===== config.mk =====
export PLATFORM = sky130hd
export DESIGN_NAME = msg_entry_writer_flat
export DESIGN_NICKNAME = d
export VERILOG_FILES = /design/src/rtl/msg_pkg.sv /design/src/rtl/msg_entry_writer_if.sv /design/src/rtl/key_debounce.sv /design/src/rtl/msg_entry_writer.sv /design/src/flat_wrapper.sv
export SDC_FILE = /design/constraint.sdc
export NUM_CORES = 1
export LEC_CHECK = 0
export BUFFER_PORTS_ARGS = -buffer_cell sky130_fd_sc_hd__buf_2
export CAP_MARGIN = 20
export CORE_MARGIN = 2
export CORE_UTILIZATION = 40
export DETAILED_ROUTE_END_ITERATION = 16
export PLACE_DENSITY = 0.62
export SYNTH_ARGS = -nofsm -noshare
export SYNTH_HDL_FRONTEND = slang
export SYNTH_SLANG_ARGS = --single-unit

===== constraint.sdc =====
create_clock -name CLOCK_50 -period 4.5 [get_ports CLOCK_50]
set_clock_uncertainty 0.1 [all_clocks]
set_input_delay 0.9 -clock CLOCK_50 [delete_from_list [all_inputs] [get_ports CLOCK_50]]
set_output_delay 0.9 -clock CLOCK_50 [all_outputs]
set_load 0.005 [all_outputs]

===== src/rtl/msg_pkg.sv =====
// Shared definitions for the message writer and the HEX scroller: character
// codes, the blank segment pattern, the editor state and the character map.
package msg_pkg;

  localparam logic [4:0] CH_0     = 5'd0;
  localparam logic [4:0] CH_1     = 5'd1;
  localparam logic [4:0] CH_2     = 5'd2;
  localparam logic [4:0] CH_3     = 5'd3;
  localparam logic [4:0] CH_4     = 5'd4;
  localparam logic [4:0] CH_5     = 5'd5;
  localparam logic [4:0] CH_6     = 5'd6;
  localparam logic [4:0] CH_7     = 5'd7;
  localparam logic [4:0] CH_8     = 5'd8;
  localparam logic [4:0] CH_9     = 5'd9;
  localparam logic [4:0] CH_A     = 5'd10;
  localparam logic [4:0] CH_B     = 5'd11;
  localparam logic [4:0] CH_C     = 5'd12;
  localparam logic [4:0] CH_D     = 5'd13;
  localparam logic [4:0] CH_E     = 5'd14;
  localparam logic [4:0] CH_F     = 5'd15;
  localparam logic [4:0] CH_G     = 5'd16;
  localparam logic [4:0] CH_H     = 5'd17;
  localparam logic [4:0] CH_I     = 5'd18;
  localparam logic [4:0] CH_J     = 5'd19;
  localparam logic [4:0] CH_L     = 5'd20;
  localparam logic [4:0] CH_N     = 5'd21;
  localparam logic [4:0] CH_O     = 5'd22;
  localparam logic [4:0] CH_P     = 5'd23;
  localparam logic [4:0] CH_R     = 5'd24;
  localparam logic [4:0] CH_S     = 5'd25;
  localparam logic [4:0] CH_U     = 5'd26;
  localparam logic [4:0] CH_Y     = 5'd27;
  localparam logic [4:0] CH_DASH  = 5'd28;
  localparam logic [4:0] CH_UNDER = 5'd29;
  localparam logic [4:0] CH_BLANK = 5'd30;
  localparam logic [4:0] CH_SPACE = 5'd31;

  localparam logic [6:0] SEG_BLANK = 7'h7F;

  typedef enum logic {EDIT, LOCKED} state_t;

  // One decoded key action per cycle after priority resolution.
  typedef enum logic [1:0] {EV_NONE, EV_WRITE, EV_BACK, EV_COMMIT} event_t;

  // Active-low segments, bit 6 = g down to bit 0 = a.
  function automatic logic [6:0] char_to_seg(input logic [4:0] code);
    case (code)
      CH_0:     return 7'h40;
      CH_1:     return 7'h79;
      CH_2:     return 7'h24;
      CH_3:     return 7'h30;
      CH_4:     return 7'h19;
      CH_5:     return 7'h12;
      CH_6:     return 7'h02;
      CH_7:     return 7'h78;
      CH_8:     return 7'h00;
      CH_9:     return 7'h10;
      CH_A:     return 7'h08;
      CH_B:     return 7'h03;
      CH_C:     return 7'h46;
      CH_D:     return 7'h21;
      CH_E:     return 7'h06;
      CH_F:     return 7'h0E;
      CH_G:     return 7'h42;
      CH_H:     return 7'h09;
      CH_I:     return 7'h4F;
      CH_J:     return 7'h61;
      CH_L:     return 7'h47;
      CH_N:     return 7'h2B;
      CH_O:     return 7'h23;
      CH_P:     return 7'h0C;
      CH_R:     return 7'h2F;
      CH_S:     return 7'h12;
      CH_U:     return 7'h41;
      CH_Y:     return 7'h11;
      CH_DASH:  return 7'h3F;
      CH_UNDER: return 7'h77;
      default:  return SEG_BLANK;
    endcase
  endfunction

endpackage


===== src/rtl/msg_entry_writer_if.sv =====
// Board-side bundle of the message writer: raw keys and switches in, read port
// and status/preview out.
interface msg_entry_writer_if #(
    parameter int ADDR_W = 4
);
    logic [2:0]        key_n;
    logic [4:0]        char_sel;
    logic [ADDR_W-1:0] rd_addr;
    logic [6:0]        rd_seg;
    logic [ADDR_W:0]   msg_len;
    logic              msg_valid;
    logic [ADDR_W:0]   cursor;
    logic              full;
    logic [6:0]        preview_seg;

    modport master (
        output key_n, char_sel, rd_addr,
        input  rd_seg, msg_len, msg_valid, cursor, full, preview_seg
    );

    modport slave (
        input  key_n, char_sel, rd_addr,
        output rd_seg, msg_len, msg_valid, cursor, full, preview_seg
    );
endinterface


===== src/rtl/key_debounce.sv =====
// One push button: 2-flop synchroniser, stability counter and a single-cycle
// press pulse on an accepted release-to-press transition.
module key_debounce #(
    parameter int DEBOUNCE_CYC = 1000000
) (
    input  logic CLOCK_50,
    input  logic RESET,
    input  logic key_n,
    output logic press
);
    localparam int CNT_W = $clog2(DEBOUNCE_CYC + 1);
    localparam logic [CNT_W-1:0] CNT_LAST = CNT_W'(DEBOUNCE_CYC - 1);
    localparam logic [CNT_W-1:0] CNT_ONE  = CNT_W'(1);

    logic [1:0]       sync;
    logic [1:0]       sync_vld;
    logic             level;
    logic             armed;
    logic [CNT_W-1:0] cnt;

    // A key held through reset must be seen released before it may fire, so
    // arming waits until the synchroniser carries a real sample of a high key.
    always_ff @(posedge CLOCK_50 or posedge RESET) begin
        if (RESET) begin
            sync     <= 2'b11;
            sync_vld <= 2'b00;
            level    <= 1'b1;
            armed    <= 1'b0;
            cnt      <= '0;
            press    <= 1'b0;
        end else begin
            // NOTE: non-blocking assignments so every flop samples the values from before this edge.
            sync     <= {sync[0], key_n};
            sync_vld <= {sync_vld[0], 1'b1};
            press    <= 1'b0;
            if (sync_vld[1] && sync[1])
                armed <= 1'b1;
            if (sync[1] == level) begin
                cnt <= '0;
            end else if (cnt == CNT_LAST) begin
                cnt   <= '0;
                level <= sync[1];
                press <= ~sync[1] & armed;
            end else begin
                cnt <= cnt + CNT_ONE;
            end
        end
    end
endmodule


===== src/rtl/msg_entry_writer.sv =====
// Message composer: debounced keys drive an EDIT/LOCKED editor over a small
// character buffer that the scroller reads through a registered port.
module msg_entry_writer
    import msg_pkg::*;
#(
    parameter int DEPTH        = 16,
    parameter int ADDR_W       = 4,
    parameter int DEBOUNCE_CYC = 1000000
) (
    input  logic              CLOCK_50,
    input  logic              RESET,
    msg_entry_writer_if.slave bus
);
    localparam logic [ADDR_W:0] LEN_ONE  = (ADDR_W+1)'(1);
    localparam logic [ADDR_W:0] LEN_FULL = (ADDR_W+1)'(DEPTH);

    logic [2:0]        press;
    event_t            ev;
    state_t            state, state_nxt;
    logic [ADDR_W:0]   cursor, cursor_nxt;
    logic [ADDR_W:0]   msg_len, len_nxt;
    logic              wr_en;
    logic [4:0]        mem [DEPTH];

    for (genvar k = 0; k < 3; k++) begin : g_key
        key_debounce #(.DEBOUNCE_CYC(DEBOUNCE_CYC)) u_deb (
            .CLOCK_50 (CLOCK_50),
            .RESET    (RESET),
            .key_n    (bus.key_n[k]),
            .press    (press[k])
        );
    end

    always_comb begin
        ev = EV_NONE;
        if (press[2])      ev = EV_COMMIT;
        else if (press[1]) ev = EV_BACK;
        else if (press[0]) ev = EV_WRITE;
    end

    assign bus.full      = (cursor == LEN_FULL);
    assign bus.cursor    = cursor;
    assign bus.msg_len   = msg_len;
    assign bus.msg_valid = (state == LOCKED);

    always_ff @(posedge CLOCK_50 or posedge RESET) begin
        if (RESET) begin
            state   <= EDIT;
            cursor  <= '0;
            msg_len <= '0;
        end else begin
            state   <= state_nxt;
            cursor  <= cursor_nxt;
            msg_len <= len_nxt;
        end
    end

    always_comb begin
        // NOTE: every output gets a default first so no path through the case infers a latch.
        state_nxt  = state;
        cursor_nxt = cursor;
        len_nxt    = msg_len;
        wr_en      = 1'b0;
        case (state)
            EDIT: begin
                case (ev)
                    EV_WRITE: begin
                        if (!bus.full) begin
                            wr_en      = 1'b1;
                            cursor_nxt = cursor + LEN_ONE;
                        end
                    end
                    EV_BACK: begin
                        if (cursor != '0)
                            cursor_nxt = cursor - LEN_ONE;
                    end
                    EV_COMMIT: begin
                        if (cursor != '0) begin
                            len_nxt   = cursor;
                            state_nxt = LOCKED;
                        end
                    end
                    default: ;
                endcase
            end
            LOCKED: begin
                if (ev == EV_COMMIT)
                    state_nxt = EDIT;
            end
            default: state_nxt = EDIT;
        endcase
    end

    // NOTE: the buffer has no reset; stale entries stay unreachable behind cursor and msg_len.
    always_ff @(posedge CLOCK_50) begin
        if (wr_en)
            mem[cursor[ADDR_W-1:0]] <= bus.char_sel;
    end

    // Writes only happen in EDIT, where reads are blanked, so no bypass is needed.
    always_ff @(posedge CLOCK_50 or posedge RESET) begin
        if (RESET) begin
            bus.rd_seg      <= SEG_BLANK;
            bus.preview_seg <= SEG_BLANK;
        end else begin
            bus.preview_seg <= char_to_seg(bus.char_sel);
            if ((state == LOCKED) && ({1'b0, bus.rd_addr} < msg_len))
                bus.rd_seg <= char_to_seg(mem[bus.rd_addr]);
            else
                bus.rd_seg <= SEG_BLANK;
        end
    end
endmodule


===== src/flat_wrapper.sv =====
// flat-port wrapper written by rule: the top's interface ports become plain ports
module msg_entry_writer_flat import msg_pkg::*;
#(
    parameter int DEPTH        = 16,
    parameter int ADDR_W       = 4,
    parameter int DEBOUNCE_CYC = 1000000
)
  (CLOCK_50, RESET, bus_key_n, bus_char_sel, bus_rd_addr, bus_rd_seg, bus_msg_len, bus_msg_valid, bus_cursor, bus_full, bus_preview_seg);
  msg_entry_writer_if #(.ADDR_W(ADDR_W)) bus_i ();
  input  logic CLOCK_50;
  input  logic RESET;
  input wire logic [$bits(bus_i.key_n)-1:0] bus_key_n;
  input wire logic [$bits(bus_i.char_sel)-1:0] bus_char_sel;
  input wire logic [$bits(bus_i.rd_addr)-1:0] bus_rd_addr;
  output wire logic [$bits(bus_i.rd_seg)-1:0] bus_rd_seg;
  output wire logic [$bits(bus_i.msg_len)-1:0] bus_msg_len;
  output wire logic [$bits(bus_i.msg_valid)-1:0] bus_msg_valid;
  output wire logic [$bits(bus_i.cursor)-1:0] bus_cursor;
  output wire logic [$bits(bus_i.full)-1:0] bus_full;
  output wire logic [$bits(bus_i.preview_seg)-1:0] bus_preview_seg;
  assign bus_i.key_n = bus_key_n;
  assign bus_i.char_sel = bus_char_sel;
  assign bus_i.rd_addr = bus_rd_addr;
  assign bus_rd_seg = bus_i.rd_seg;
  assign bus_msg_len = bus_i.msg_len;
  assign bus_msg_valid = bus_i.msg_valid;
  assign bus_cursor = bus_i.cursor;
  assign bus_full = bus_i.full;
  assign bus_preview_seg = bus_i.preview_seg;
  msg_entry_writer #(.DEPTH(DEPTH), .ADDR_W(ADDR_W), .DEBOUNCE_CYC(DEBOUNCE_CYC)) u_core (.CLOCK_50(CLOCK_50), .RESET(RESET), .bus(bus_i));
endmodule

==> results of run 1 <==
## area by class of cell
type	instances	area, um2	share of cell area [%]
Clock inverter	14	157.7	1.638
Multi-Input combinational cell	462	3341	34.71
Timing Repair Buffer	44	250.2	2.600
Inverter	31	118.9	1.235
Tap cell	275	344.1	3.575
Sequential cell	182	4984	51.78
Clock buffer	18	429.2	4.459
## power breakdown
part,switching (mW),total (mW),internal [mW]
logic,0.149,0.237,0.0881
registers,0.0103,1.77,1.76
clock network,0.687,1.48,0.791
total,0.846,3.48,2.64
## sequential cells by signal, summed over array words and instances (netlist names)
| name | flops |
|---|---|
| u_core.bus.cursor | 5 |
| u_core.bus.msg_len | 5 |
| u_core.bus.msg_valid | 1 |
| u_core.bus.preview_seg | 7 |
| u_core.bus.rd_seg | 7 |
| u_core.g_key.u_deb.armed | 3 |
| u_core.g_key.u_deb.cnt | 60 |
| u_core.g_key.u_deb.level | 3 |
| u_core.g_key.u_deb.press | 3 |
| u_core.g_key.u_deb.sync | 6 |
| u_core.g_key.u_deb.sync_vld | 2 |
| u_core.mem | 80 |
## critical path, cell delays in order
cell and delay [ns]:
buf_2 0.41, mux4_2 0.57, a22oi_1 0.20, nand2_1 0.21, inv_1 0.18, ha_1 0.24
inv_1 0.07, or4_1 0.52, o211ai_1 0.11
## cells by family after synthesis
group | Yosys count | share of synthesized area (%)
simple gates | 245 | 13.66
fa+ha+maj | 28 | 4.175
other cells | 1 | 0.04375
xor+xnor | 62 | 6.335
mux | 49 | 8.816
compound gates | 77 | 5.941
buf+inv | 58 | 2.890
flops | 182 | 58.14
## routing by layer
layer	wire length, um	track usage, %	vias up
met2	8308	25.50	78
met3	489	3.364	16
met4	212	4.481	0
met5	0	0	-
met1	7817	21.09	2663
li1	-	-	2586
## through the flow
stage               hold WS, ns  std cells  setup WS, ns  total power [mW]  util [%]
finish                   0.2534       1026         1.318             3.484     45.78
global route             0.2600       1026         1.139             3.621     45.78
CTS                      0.2573       1024         1.295             3.521     45.63
detailed placement       0.2411        992        0.8428             2.038     42.84
global placement         0.2350        992        0.9172             2.038     42.84
floorplan                0.2312        702        0.8626             1.974         -
## path summary, 6_finish.rpt
| kind | slack, ns | end | from |
|---|---|---|---|
| setup / recovery | 1.32 | u_core.bus.rd_seg[4] | bus_rd_addr[0] |
| hold / removal | 0.25 | u_core.g_key[0].u_deb.sync_vld[1] | u_core.g_key[0].u_deb.sync_vld[0] |
| setup reg to reg | 1.83 | u_core.mem[1][3] | u_core.g_key[1].u_deb.press |
| hold reg to reg | 0.25 | u_core.g_key[0].u_deb.sync_vld[1] | u_core.g_key[0].u_deb.sync_vld[0] |
| max in group asynchronous | 3.06 | u_core.g_key[1].u_deb.level | RESET |
| min in group asynchronous | 0.27 | u_core.g_key[0].u_deb.cnt[10] | RESET |
## layout by cell type, fill, tap and decap left out, drive strengths merged, types with 4 or more instances in the layout
cell type / instances
clkbuf: 18
and2: 5
nand2: 37
nor2: 98
nand3: 30
and3: 8
o21ai: 21
ha: 27
a21o: 7
inv: 39
nand4: 13
nor3: 17
buf: 44
a22oi: 10
nand2b: 7
mux2i: 20
dfrtp: 79
edfxtp: 80
clkinv: 4
xor2: 38
mux2: 9
a21oi: 17
nand3b: 4
dfstp: 23
nor4: 7
o211ai: 5
mux4: 20
xnor2: 24
==> results.sh, run 1 <==
export IMPL_outcome="completed"
export IMPL_syn_to_final_growth_pct=12.28
export IMPL_gp_congestion=0.8450
export IMPL_synthTopCellsByArea="edfxtp_1 28%, dfrtp_1 23%, dfstp_2 7.1%, mux4_2 5.0%, nor2_1 4.3%"
export IMPL_ios=40
export IMPL_final_min_clock_period_ns=3.182
export IMPL_grt_pass1_wl_um=27210
export IMPL_yosys_most_used_dff="edfxtp_1"
export IMPL_hold_depth=0
export IMPL_clock_fmax_ghz=0.3143
export IMPL_clock_latency_ns=0.42
export IMPL_syn_num_nets=744
export IMPL_grt_pass1_vias=5239
export IMPL_hold_viol=0
export IMPL_die_w_um=150.4
export IMPL_vias=5343
export IMPL_hold_class="reg2reg"
export IMPL_cp_max_fo=15
export IMPL_reg2regPathDepth=6
export IMPL_globalRoute_totalOverflow=0
export IMPL_ys_types=56
export IMPL_globalRouteTotalUtil_pct=15.62
export IMPL_avgRoutedWirePerCell_um=16.40
export IMPL_io_buffer_count=39
export IMPL_ir_drop_mv=0.2404
export IMPL_crit_path_end_kind="flip-flop"
export IMPL_dp_hpwl_um=11270
export IMPL_synth_area_um2=8572
export IMPL_synth_top_area_share_pct=28.03
export IMPL_yosys_warnings=0
export IMPL_worstSetupPathType="in2reg"
export IMPL_dr_pass1_iters=4
export IMPL_setup_tns_ns=0
export IMPL_worst_slew_pin_slew_ns=1.028
export IMPL_synth_common_cells="98 x nor2_1, 80 x edfxtp_1, 79 x dfrtp_1, 38 x xor2_1, 37 x nand2_1"
export IMPL_cts_sinks=182
export IMPL_grt_start_max_net_pins=81
export IMPL_relSlewSlack_pct=31.43
export IMPL_vias_per_cell=5.208
export IMPL_synth_area_leader_cell="edfxtp_1"
export IMPL_setup_violations=0
export IMPL_h_tree_depth=4
export IMPL_cts_setup_buffers=0
export IMPL_ys_seq_area_share_pct=58.14
export IMPL_drt_initial_drc_count=306
export IMPL_drc_errors=0
export IMPL_synthArstFlopShare_pct=56.04
export IMPL_nets=780
export IMPL_cp_required_ns=4.74
export IMPL_core_area_um2=21020
export IMPL_crit_path_start_kind="primary input"
export IMPL_die_height_um=150.4
export IMPL_root_buffer="clkbuf_16"
export IMPL_layout_drive_gt1_share_pct=17.84
export IMPL_antenna_cells=0
export IMPL_core_rowCount=53
export IMPL_drt_total_wl_um=16830
export IMPL_maxCapViolCount=0
export IMPL_numCtsBuffers=17
export IMPL_cts_buffer_depth=2
export IMPL_cts_resized_gates=0
export IMPL_detail_route_antenna_nets=0
export IMPL_clkTransAtPathRegs_ns=0.07
export IMPL_syn_inst=702
export IMPL_cts_hold_buf=0
export IMPL_syn_area_per_cell_um2=12.21
export IMPL_power_leakage_nw=3.781
export IMPL_drv_slew=0
export IMPL_p_per_area_nw_per_um2=362.0
export IMPL_synth_ff_latch_count=182
export IMPL_fillers=1907
export IMPL_die_area_um2=22620
export IMPL_antenna_found_initial=0
export IMPL_place_area_um2=9005
export IMPL_synth_edff_count=80
export IMPL_cts_tree="yes"
export IMPL_rsz0062_at_grt="no"
export IMPL_min_period_over_period_pct=70.70
export IMPL_start_util_pct=40.78
export IMPL_synth_most_common_cell="nor2_1"
export IMPL_fin_area_um2=9624
export IMPL_cp_arrival_ns=3.43
Power figures use the tool's default switching activity.
==> run 2: changes to the inputs <==
Clock period 4.5 ns to 3.3 ns, I/O delays scaled along.
==> run 2 against run 1 <==
Clock power grew 45%. Critical path depth fell by 6. Final cell count is 1.1% higher. Cell area increased by 1.6%. Worst setup slack got worse by 0.77 ns. Global-route usage increased by 0.78 points. Sequential share of layout area is 0.81 points lower. Wire length increased by 2.5%. Core utilization grew 0.73 points.
==> results.sh, run 2 (synthesis results as in run 1) <==
export IMPL_outcome="completed"
export IMPL_fillers=1893
export IMPL_pwr_share_clk_pct=43.7
export IMPL_mostFrequentLayoutCell="nor2_1"
export IMPL_grt_start_max_net_pins=103
export IMPL_clock_fmax_ghz=0.3639
export IMPL_io_buffer_count=39
export IMPL_h_tree_depth=4
export IMPL_worstSetupPathType="reg2out"
export IMPL_reg2reg_slack_ns=0.66
export IMPL_swShare_pct=26.35
export IMPL_drt_total_wl_um=17260
export IMPL_setup_slack_ns=0.5518
export IMPL_core_area_um2=21020
export IMPL_fin_area_um2=9778
export IMPL_nets=791
export IMPL_cts_buffer_depth=2
export IMPL_rsz0062_at_grt="no"
export IMPL_cts_tree="yes"
export IMPL_dp_hpwl_um=11860
export IMPL_globalRoute_totalOverflow=0
export IMPL_numPlacedInstances=1005
export IMPL_avgRoutedWirePerCell_um=16.64
export IMPL_ir_drop_mv=0.3485
export IMPL_cp_required_ns=2.54
export IMPL_crit_path_start_kind="flip-flop"
export IMPL_relSlewSlack_pct=38.84
export IMPL_gp_congestion=0.8465
export IMPL_vias_per_cell=5.165
export IMPL_die_height_um=150.4
export IMPL_core_rowCount=53
export IMPL_place_area_um2=9129
export IMPL_mostFrequentLayoutCells="98 x nor2_1, 80 x edfxtp_1, 79 x dfrtp_1"
export IMPL_grt_pass1_vias=5458
export IMPL_timing_rr_start="u_core.g_key[1].u_deb.press"
export IMPL_antenna_found_initial=0
export IMPL_min_period_over_period_pct=83.28
export IMPL_numCtsBuffers=17
export IMPL_r2r_end="u_core.mem[2][4]"
export IMPL_cts_setup_buffers=0
export IMPL_clkTransAtPathRegs_ns=0.07
export IMPL_cts_sinks=182
export IMPL_layout_drive_gt1_share_pct=19.16
export IMPL_cpPeakStageDelay_ns=0.64
export IMPL_syn_to_final_growth_pct=14.07
export IMPL_p_comb_share_pct=6.9
export IMPL_crit_path_end_kind="output pin"
export IMPL_hold_depth=1
export IMPL_die_area_um2=22620
export IMPL_ios=40
export IMPL_vias=5356
export IMPL_crit_chain="or4_1 > nor2_1 > buf_2"
export IMPL_p_per_area_nw_per_um2=499.8
export IMPL_worst_slew_pin_slew_ns=0.8919
export IMPL_seq_power_share_pct=49.3
export IMPL_cts_hold_buf=0
export IMPL_cp_arrival_ns=1.99
export IMPL_maxCapViolCount=0
export IMPL_detail_route_antenna_nets=0
export IMPL_globalRouteTotalUtil_pct=16.40
export IMPL_grt_pass1_wl_um=28190
export IMPL_reg2regPathDepth=6
export IMPL_intPower_mw=3.599
export IMPL_dr_pass1_iters=4
export IMPL_slowest_stage="or4_1"
export IMPL_final_min_clock_period_ns=2.748
export IMPL_drc_errors=0
export IMPL_place_worst_setup_slack_ns=0.2401
export IMPL_cts_resized_gates=0
export IMPL_root_buffer="clkbuf_16"
export IMPL_path_delay_family="simple AND/OR/NAND/NOR gates"
export IMPL_hold_class="in2reg"
export IMPL_worst_hold_slack_ns=0.2216
export IMPL_min_delay_start="bus_key_n[0]"
export IMPL_min_to="u_core.g_key[0].u_deb.sync[0]"
export IMPL_setup_violations=0
export IMPL_largest_register_ffs=80
export IMPL_clock_latency_ns=0.44
export IMPL_hold_viol=0
export IMPL_crit_buf_inv=1
export IMPL_power_leakage_nw=3.859
export IMPL_p_sw_mw=1.287
export IMPL_setup_tns_ns=0
export IMPL_drt_initial_drc_count=280
export IMPL_cp_max_fo=11
export IMPL_die_w_um=150.4
export IMPL_antenna_cells=0
export IMPL_drv_slew=0
export IMPL_start_util_pct=40.78
export IMPL_stdcell_count=1037
==> run 2: cell count changes in the layout (fill, tap and decap cells not counted), moves of 2 or more <==
cell / delta
buf_4: +11
clkinv_8: +5
clkinv_4: -3
inv_12: +3
buf_12: +2
inv_16: +2
inv_6: -2
inv_8: -2
==> run 2: cell type report <==
| type | count | area [um2] | share of cell area, % |
|---|---|---|---|
| Sequential cell | 182 | 4984 | 50.97 |
| Multi-Input combinational cell | 462 | 3341 | 34.17 |
| Clock buffer | 17 | 425.4 | 4.351 |
| Tap cell | 275 | 344.1 | 3.519 |
| Timing Repair Buffer | 55 | 340.3 | 3.480 |
| Clock inverter | 15 | 224.0 | 2.290 |
| Inverter | 31 | 120.1 | 1.228 |
==> run 2: how the worst max path moves through the flow <==
stage	from	endpoint	slack (ns)	cells after the start
floorplan	bus_rd_addr[0]	u_core.bus.rd_seg[4]	0.32	10
global placement	bus_rd_addr[0]	u_core.bus.rd_seg[4]	0.29	10
detailed placement	bus_rd_addr[1]	u_core.bus.rd_seg[6]	0.24	11
CTS	u_core.bus.cursor[3]	bus_full	0.53	3
global route	u_core.g_key[1].u_deb.press	u_core.mem[2][4]	0.48	6
finish	u_core.bus.cursor[3]	bus_full	0.55	3
==> run 2: per-stage QoR <==
stage	utilization, %	total power [mW]
after detailed placement	43.43	2.801
after CTS	46.52	4.949
after global routing	46.52	5.090
after global placement	43.43	2.799
final	46.52	4.887
after floorplan	-	2.692
==> run 2: metal layers <==
layer	up-vias	wire, um	GRT usage (%)
met1	2651	7375	20.37
met4	0	182	4.906
li1	2595	-	-
met5	-	0	0
met2	93	9036	28.59
met3	17	661	3.667
==> run 2: power by group through the flow <==
stage	Combinational [mW]	Sequential, mW	Clock [mW]
after global routing	0.380	2.42	2.29
after CTS	0.343	2.41	2.19
after floorplan	0.234	2.46	0
after detailed placement	0.342	2.46	0
after global placement	0.340	2.46	0
final	0.338	2.41	2.14
==> run 2: worst reg2reg max path, stage by stage, from the launching register on <==
cell and delay, ns:
dfrtp_1 0.37, or2_2 0.32, inv_1 0.07, ha_1 0.16
nor2b_1 0.32, nand3_1 0.28, nor3_1 0.66
